--- src/rtl/hilo_muldiv_ctrl.sv ---
// hilo_muldiv_ctrl
//   Multi-cycle multiply/divide sequencer owning the write side of HI/LO.
//   Accepts MULT/MULTU/DIV/DIVU from EX, stalls the pipeline while busy and
//   issues a single-cycle HI/LO write pulse with the 64-bit result.
//
//   Optional feature macro: HILO_MADD_EN enables MADD (op 4) / MADDU (op 5),
//   which accumulate the product onto the current {HI,LO}.
//
// Ports
//   clk       in   clock, rising edge
//   rst       in   synchronous reset, active-high
//   start     in   command valid from EX (sampled in IDLE only)
//   op        in   0=MULT 1=MULTU 2=DIV 3=DIVU 4=MADD 5=MADDU
//   opA/opB   in   rs / rt operands
//   cancel    in   pipeline flush, aborts any operation without a write
//   hiRdData  in   current HI (MADD only)
//   loRdData  in   current LO (MADD only)
//   stallReq  out  pipeline stall request
//   done      out  one-cycle completion pulse
//   div0      out  one-cycle pulse with done on divide by zero
//   hiWtCe    out  HI write enable pulse
//   loWtCe    out  LO write enable pulse
//   hiWtData  out  HI write data (holds between writes)
//   loWtData  out  LO write data (holds between writes)
//
// state | meaning
// IDLE  | waiting for a command
// MUL   | single-cycle product (and MADD accumulate)
// DIV   | restoring divide, one quotient bit per cycle
// DONE  | result presented, write pulse unless div0 or cancel

module hilo_muldiv_ctrl #(
  parameter int REG_LENGTH = 32,
  parameter int DIV_CNT_W  = 6
) (
  input  logic                  clk,
  input  logic                  rst,
  input  logic                  start,
  input  logic [2:0]            op,
  input  logic [REG_LENGTH-1:0] opA,
  input  logic [REG_LENGTH-1:0] opB,
  input  logic                  cancel,
  input  logic [REG_LENGTH-1:0] hiRdData,
  input  logic [REG_LENGTH-1:0] loRdData,
  output logic                  stallReq,
  output logic                  done,
  output logic                  div0,
  output logic                  hiWtCe,
  output logic                  loWtCe,
  output logic [REG_LENGTH-1:0] hiWtData,
  output logic [REG_LENGTH-1:0] loWtData
);

  localparam int W = REG_LENGTH;

  typedef enum logic [1:0] {S_IDLE, S_MUL, S_DIV, S_DONE} state_e;

  state_e               state_q, state_d;
  logic [2:0]           op_q;
  // During a divide opa_q doubles as the dividend/quotient shift register
  // and opb_q holds the divisor magnitude.
  logic [W-1:0]         opa_q, opb_q;
  logic [W-1:0]         rem_q;
  logic [DIV_CNT_W-1:0] cnt_q;
  logic                 q_neg_q, r_neg_q, div0_q;
  logic [W-1:0]         res_hi_q, res_lo_q;

  // Command decode
  logic op_mul, op_div, op_sdiv, accept;
  always_comb begin
    op_mul = 1'b0;
    op_div = 1'b0;
    case (op)
      3'd0, 3'd1: op_mul = 1'b1;
      3'd2, 3'd3: op_div = 1'b1;
`ifdef HILO_MADD_EN
      3'd4, 3'd5: op_mul = 1'b1;
`endif
      default: ;
    endcase
  end

  assign op_sdiv = (op == 3'd2);
  assign accept  = (state_q == S_IDLE) && start && !cancel && (op_mul || op_div);

  logic [W-1:0] a_mag, b_mag;
  assign a_mag = (op_sdiv && opA[W-1]) ? -opA : opA;
  assign b_mag = (op_sdiv && opB[W-1]) ? -opB : opB;

  // Multiply datapath: sign/zero-extend to 2W so one multiplier covers both.
  logic         mul_signed;
  logic [2*W-1:0] ext_a, ext_b, prod, mul_res;
  assign mul_signed = (op_q == 3'd0) || (op_q == 3'd4);
  assign ext_a = mul_signed ? {{W{opa_q[W-1]}}, opa_q} : {{W{1'b0}}, opa_q};
  assign ext_b = mul_signed ? {{W{opb_q[W-1]}}, opb_q} : {{W{1'b0}}, opb_q};
  assign prod  = ext_a * ext_b;

`ifdef HILO_MADD_EN
  assign mul_res = op_q[2] ? (prod + {hiRdData, loRdData}) : prod;
`else
  assign mul_res = prod;
  logic unused_rd;
  assign unused_rd = ^{hiRdData, loRdData};
`endif

  // Restoring divide step: shift next dividend bit into the partial
  // remainder, subtract when it does not borrow.
  logic [W:0]   shifted, diff;
  logic         take, div_last;
  logic [W-1:0] rem_next, quo_next;
  assign shifted  = {rem_q, opa_q[W-1]};
  assign diff     = shifted - {1'b0, opb_q};
  assign take     = !diff[W];
  assign rem_next = take ? diff[W-1:0] : shifted[W-1:0];
  assign quo_next = {opa_q[W-2:0], take};
  assign div_last = (cnt_q == DIV_CNT_W'(W - 1));

  always_comb begin
    state_d = state_q;
    case (state_q)
      S_IDLE: if (accept) state_d = op_mul ? S_MUL : ((opB == '0) ? S_DONE : S_DIV);
      S_MUL:  state_d = cancel ? S_IDLE : S_DONE;
      S_DIV:  state_d = cancel ? S_IDLE : (div_last ? S_DONE : S_DIV);
      S_DONE: state_d = S_IDLE;
      default: state_d = S_IDLE;
    endcase
  end

  always_ff @(posedge clk) begin
    if (rst) begin
      state_q  <= S_IDLE;
      op_q     <= '0;
      opa_q    <= '0;
      opb_q    <= '0;
      rem_q    <= '0;
      cnt_q    <= '0;
      q_neg_q  <= 1'b0;
      r_neg_q  <= 1'b0;
      div0_q   <= 1'b0;
      res_hi_q <= '0;
      res_lo_q <= '0;
    end else begin
      state_q <= state_d;
      case (state_q)
        S_IDLE: begin
          if (accept) begin
            op_q   <= op;
            cnt_q  <= '0;
            rem_q  <= '0;
            div0_q <= op_div && (opB == '0);
            if (op_div) begin
              opa_q   <= a_mag;
              opb_q   <= b_mag;
              q_neg_q <= op_sdiv && (opA[W-1] ^ opB[W-1]);
              r_neg_q <= op_sdiv && opA[W-1];
            end else begin
              opa_q   <= opA;
              opb_q   <= opB;
              q_neg_q <= 1'b0;
              r_neg_q <= 1'b0;
            end
          end
        end
        S_MUL: begin
          if (!cancel) {res_hi_q, res_lo_q} <= mul_res;
        end
        S_DIV: begin
          if (!cancel) begin
            cnt_q <= cnt_q + DIV_CNT_W'(1);
            rem_q <= rem_next;
            opa_q <= quo_next;
            if (div_last) begin
              res_lo_q <= q_neg_q ? -quo_next : quo_next;
              res_hi_q <= r_neg_q ? -rem_next : rem_next;
            end
          end
        end
        default: ;
      endcase
    end
  end

  always_comb begin
    stallReq = 1'b0;
    done     = 1'b0;
    div0     = 1'b0;
    hiWtCe   = 1'b0;
    loWtCe   = 1'b0;
    if (!rst) begin
      stallReq = accept || (state_q == S_MUL) || (state_q == S_DIV);
      if (state_q == S_DONE && !cancel) begin
        done   = 1'b1;
        div0   = div0_q;
        hiWtCe = !div0_q;
        loWtCe = !div0_q;
      end
    end
  end

  assign hiWtData = res_hi_q;
  assign loWtData = res_lo_q;

endmodule

--- config.mk ---
export PLATFORM = sky130hd
export DESIGN_NAME = hilo_muldiv_ctrl
export DESIGN_NICKNAME = d
export VERILOG_FILES = /design/src/rtl/hilo_muldiv_ctrl.sv
export SDC_FILE = /design/constraint.sdc
export NUM_CORES = 2
export LEC_CHECK = 0
export BUFFER_PORTS_ARGS = -buffer_cell sky130_fd_sc_hd__buf_2
export CAP_MARGIN = 20
export CORE_MARGIN = 1.5
export CORE_UTILIZATION = 65
export CTS_CLUSTER_SIZE = 20
export DETAILED_ROUTE_END_ITERATION = 6
export MAX_ROUTING_LAYER = met4
export PLACE_DENSITY_LB_ADDON = 0.05
export SETUP_SLACK_MARGIN = 0.15
export SYNTH_ARGS = -nofsm -noshare
export SYNTH_HDL_FRONTEND = slang
export SYNTH_SLANG_ARGS = --single-unit
export TNS_END_PERCENT = 10
--- constraint.sdc ---
create_clock -name clk -period 27.1 [get_ports clk]
set_input_delay 4.065 -clock clk [delete_from_list [all_inputs] [get_ports clk]]
set_output_delay 4.065 -clock clk [all_outputs]
set_load 0.05 [all_outputs]
# After elaboration in Yosys (flattened, before gate mapping)
# Cells that the tools add are included.
[classes]
add_sub_neg = 6
reduce_logical = 26
muxes = 44
n_mul = 1
n_eq_ne = 12
n_bitwise = 1
[ops]
columns = ["operator", "n"]
rows = [
  ["$mux 32", 17],
  ["$pmux 32 s2", 4],
  ["$mux 64", 2],
  ["$neg 32->32", 4],
  ["$mul 64x64->64", 1],
  ["$sub 33x32->33", 1],
  ["$logic_not 32->1", 1],
  ["$mux 1", 13],
  ["$mux 6", 2],
  ["$pmux 6 s2", 1],
  ["$logic_and 1x1->1", 8],
  ["$mux 2", 4],
  ["$ne 2x2->1 const B", 4],
  ["$pmux 2 s4", 1],
  ["$add 6x1->6 const B", 1],
  ["$eq 3x2->1 const B", 2],
  ["$eq 6x5->1 const B", 1],
  ["$logic_not 3->1", 2],
  ["$eq 2x2->1 const B", 2],
  ["$logic_or 1x1->1", 4],
  ["$reduce_and 4->1", 1],
  ["$reduce_bool 2->1", 2],
  ["$reduce_or 2->1", 2],
  ["$eq 3x1->1 const B", 1],
  ["7 further kinds", 9],
]
[totals]
out_inout_bits = 69
input_bits = 135
register_bits = 174
word_cells = 101

# Depth between registers and ports, before layout
[depth]
ltp_word = 8
depth_mapped = 38
ltp_nobuf = 36

# Worst setup path before layout
# Ideal clock, no wire load.
[synth_timing]
path_type = "input-to-output"
start = "in rst"
end = "out loWtCe"
path_buffers = 3
stages = 4
t_required_ns = 23.035
setup_slack_ns = 16.656
t_arrival_ns = 6.379
cell_sequence = "clkbuf_1 -> clkbuf_1 -> nor4_1 -> buf_4"
[synth_between]
elab_chain_len = 1
[synth_lines]
columns = ["element", "line_no", "rtl"]
rows = [
  ["from (decl)", "37", "input logic rst,"],
  ["$mux 1", "--", ""],
  ["to (decl)", "49", "output logic loWtCe,"],
]
# No other way between the ends.

# Final worst setup path
[layout_timing]
start = "reg op_q[0]"
end = "reg res_hi_q[28], in the netlist hiWtData[28]"
[layout_between]
elab_chain_len = 6
elab_cells_between_ends = 8
classes_between = "mul: 1; eq/ne: 1; mux: 4; reduce/logical: 2"
[layout_lines]
columns = ["element", "line_no", "rtl"]
rows = [
  ["from (decl)", "59", "logic [2:0] op_q;"],
  ["from (signal assigned)", "147", "op_q <= op;"],
  ["$eq 3x3->1 or $logic_not 3->1 (tied branches)", "93", "assign mul_signed = (op_q == 3'd0) || (op_q == 3'd4);"],
  ["$logic_or 1x1->1 *", "93", ""],
  ["$mux 64 (on tied branches)", "94, 95", ""],
  ["$mul 64x64->64 *", "96", "assign prod = ext_a * ext_b;"],
  ["$mux 32 *", "165", "if (!cancel) {res_hi_q, res_lo_q} <= mul_res;"],
  ["$pmux 32 s2 *", "144", "case (state_q)"],
  ["to (signal assigned)", "165", ""],
  ["to (signal assigned)", "174", "res_hi_q <= r_neg_q ? -rem_next : rem_next;"],
  ["to (decl)", "66", "logic [W-1:0] res_hi_q, res_lo_q;"],
]
# Mark *: on every way between the ends. The rest lies on a longest branch, timed or not. The select of a mux whose other input is x is not followed.
# A chain may end at the register's enable or synchronous reset.

==> run_results.csv <==
group,metric,value,unit
placement,dp_hpwl,149700,um
timing,report.final.slew_viol_count,0,
global_route,grt_max_degree,105,
clock_tree,ctsResizeCount,0,
timing,slew_headroom,25.14,%
hold_path,hold_path.class,"flip-flop to flip-flop",
global_route,grt_pass1_vias,49370,
clock_tree,htreeDepth,4,
floorplanning,initial_core_util,65.44,%
detailed_routing,dr.pass1.iters,6,
detailed_routing,vias_per_cell,5.940,
synth,synthCells,6796,
clock_tree,clock_latency,0.47,ns
detailed_routing,ant_nets,0,
cells_and_area,syn_to_final_growth,3.735,%
pwr,power.leakage,32.16,nW
cells_and_area,num-fill-cells,7611,
worst_setup_path,cp_slowest_stage_delay,0.89,ns
timing,min_period_over_period,41.61,%
worst_setup_path,slowest_stage,"fa_1",
detailed_routing,finalWirelength,186000,um
floorplanning,die_x,306.5,um
clock_tree,cts.sinks,173,
pwr,power,1.211,mW
detailed_routing,drt_iter0_drc,4095,
detailed_routing,top_layer,"met4",
clock_tree,numCtsBuffers,17,
floorplanning,core_area,0.09152,mm2
global_route,antenna_found_initial,8,
worst_setup_path,start_kind,"flip-flop",
floorplanning,dieHeight,306.5,um
placement,io_buffers,139,
timing,postLayoutSetupSlackWorst,15.82,ns
run_status,status,"finished clean",
worst_setup_path,critPathKind,"flip-flop to flip-flop",
global_route,grt_pass1_wl,290100,um
worst_setup_path,cp-end-kind,"flip-flop",
clock_tree,cts.path.max_buffers,2,
global_route,grt.total_usage,42.41,%
cells_and_area,mostFrequentLayoutCell,"inv_1",
worst_setup_path,cp_data_required_time,27.46,ns
detailed_routing,routedWlPerCell,23.56,um
clock_tree,clk_pin_slew_worst_paths,0.07,ns
cells_and_area,drive_gt1_share,4.702,%
synth,netlist_area,0.05989,mm2
clock_tree,postCtsSetupBuffers,0,
detailed_routing,wl_met3,15830,um
floorplanning,fp-row-count,111,
cells_and_area,final_cell_mix,"inv_1, fa_1, nand2_1",
run,drv_cap,0,
synth,yosys_most_used_dff,"dfxtp_1",
synth,ys_warn_count,0,
placement,gp_congestion,1.010,
synth,async_flop_share,0,%
floorplanning,dieArea,0.09397,mm2
detailed_routing,wl_met2,88810,um
clock_tree,cts_root_buf,"clkbuf_16",
pwr,p_per_area,19.50,mW/mm2
detailed_routing,num_vias,46900,
detailed_routing,drc,0,
timing,final.min_clock_period,11.28,ns
clock_tree,hold_buffers,0,
timing,finalSetupViolCount,0,
synth,ys_ff_latch,173,
synth,synth_fp_nets,8697,
timing,fin_tns_setup,0,ns
hold_path,holdPathStages,2,
global_route,grt-ovfl-total,0,
pwr,worst_ir_drop_vdd,28.93,uV
synth,avgSynthCellArea,8.813,um2
detailed_routing,m1WireLength,69430,um
cells_and_area,num-nets-final,8587,
synth,synth_edf_count,0,
clock_tree,tritoncts,"yes",
worst_setup_path,path_max_fanout,9,
placement,pre_cts_slack,16.12,ns
worst_setup_path,ff2ff_path_depth,30,
timing,worst_slew_pin_slew,1.121,ns
timing,hold_violations,0,
worst_setup_path,worst_path_most_repeated_cell,"fa_1",
floorplanning,ioPinCount,204,
timing,rsz0062_at_grt,"false",
synth,ys_seq_area_share,5.783,%
timing,fmax,0.08868,GHz
worst_setup_path,cp_data_arrival_time,11.64,ns
synth,synth_cell_types,89,
timing,fin_skew,0.02134,ns
==> cells by family (layout without fill, tap and decap cells) <==
logic type	count (synthesis)	count (layout)	synth area share [%]
buf+inv	1950	1853	12.25
simple gates	1907	1907	15.16
fa+ha+maj	1770	1770	54.81
compound gates	724	724	7.958
xor+xnor	243	243	3.554
flops	173	173	5.783
mux	29	29	0.4889
other cells	0	11	0
==> Yosys cell counts (10+ instances only) <==
| library cell | n | area (um2) |
|---|---|---|
| inv_1 | 1583 | 5942 |
| fa_1 | 1424 | 28510 |
| nand2_1 | 784 | 2943 |
| and2_1 | 477 | 2984 |
| ha_1 | 342 | 4279 |
| nor2_1 | 333 | 1250 |
| clkbuf_1 | 328 | 1231 |
| a21oi_1 | 211 | 1056 |
| dfxtp_1 | 173 | 3463 |
| xnor2_1 | 158 | 1384 |
| o21ai_0 | 102 | 510.5 |
| xor2_1 | 85 | 744.5 |
| a211oi_1 | 82 | 615.6 |
| nor3_1 | 74 | 370.4 |
| a21o_1 | 58 | 435.4 |
| nand3_1 | 48 | 240.2 |
| a31oi_1 | 43 | 269.0 |
| and3_1 | 37 | 231.5 |
| o31ai_1 | 33 | 247.7 |
| o211ai_1 | 28 | 210.2 |
| buf_1 | 27 | 101.4 |
| mux2i_1 | 27 | 270.3 |
| nor4_1 | 24 | 150.1 |
| nand4_1 | 23 | 143.9 |
| nor2b_1 | 23 | 143.9 |
| o21a_1 | 22 | 165.2 |
| or3_1 | 20 | 125.1 |
| nand2b_1 | 18 | 112.6 |
| o41ai_1 | 15 | 131.4 |
| a221oi_1 | 14 | 122.6 |
| a311oi_1 | 13 | 113.9 |
| o21bai_1 | 13 | 97.59 |
| o21ai_1 | 11 | 55.05 |
| buf_2 | 10 | 50.05 |
| or4_1 | 10 | 75.07 |
==> worst max-delay path: cells and delay by family (launching register included) <==
family | cells | cell delay [ns]
fa+ha+maj | 11 | 6.22
simple gates | 6 | 1.72
compound gates | 7 | 1.69
buf+inv | 5 | 0.68
flops | 1 | 0.45
xor+xnor | 1 | 0.38
==> through the flow <==
step                      hold slack (ns)  util, %  std cells  cell area, um2
after detailed placement           0.4448    67.19       7853           61490
after global routing               0.4894    67.88       7895           62120
after CTS                          0.4549    67.85       7885           62100
after global placement             0.4412    67.19       7853           61490
final                              0.4560    67.88       7896           62130
after floorplan                    0.4405        -       6796           59890
==> flip-flops by register name (all words and copies together) (netlist names) <==
signal    count
loWtData     32
hiWtData     32
rem_q        32
state_q       2
cnt_q         6
opa_q        32
q_neg_q       1
opb_q        32
r_neg_q       1
op_q          2
div0_q        1
==> per-layer routing <==
layer  vias to the layer above  track usage, %
met5                         -               -
met2                      2215           67.13
met3                       573           6.527
li1                      20150               -
met1                     23960           53.38
met4                         0           21.64
==> area by class of cell <==
cell class | instances | area (um2) | share of cell area, %
multi-input combinational | 4673 | 49150 | 79.11
inverter | 1584 | 5946 | 9.570
sequential | 173 | 3476 | 5.595
tap | 1186 | 1484 | 2.389
timing repair buffer | 237 | 1438 | 2.314
clock buffer | 17 | 425.4 | 0.6847
clock inverter | 15 | 180.2 | 0.2900
antenna | 11 | 27.53 | 0.04431
==> worst paths after layout <==
path / to / slack (ns) / startpoint
min reg2reg: hiWtData[11]$_SDFFE_PP0P_ / 0.46 / hiWtData[11]$_SDFFE_PP0P_
min: hiWtData[11]$_SDFFE_PP0P_ / 0.46 / hiWtData[11]$_SDFFE_PP0P_
max reg2reg: hiWtData[28]$_SDFFE_PP0P_ / 15.82 / op_q[0]$_SDFFE_PP0P_
max: hiWtData[28]$_SDFFE_PP0P_ / 15.82 / op_q[0]$_SDFFE_PP0P_
==> report_power, final <==
group	switching [mW]	internal (mW)	total [mW]	leakage [nW]
Sequential	0.0130	0.260	0.273	1.40
Combinational	0.452	0.226	0.679	30.5
Clock	0.128	0.132	0.260	0.288
Note: power is estimated with default switching activity, not from simulation.
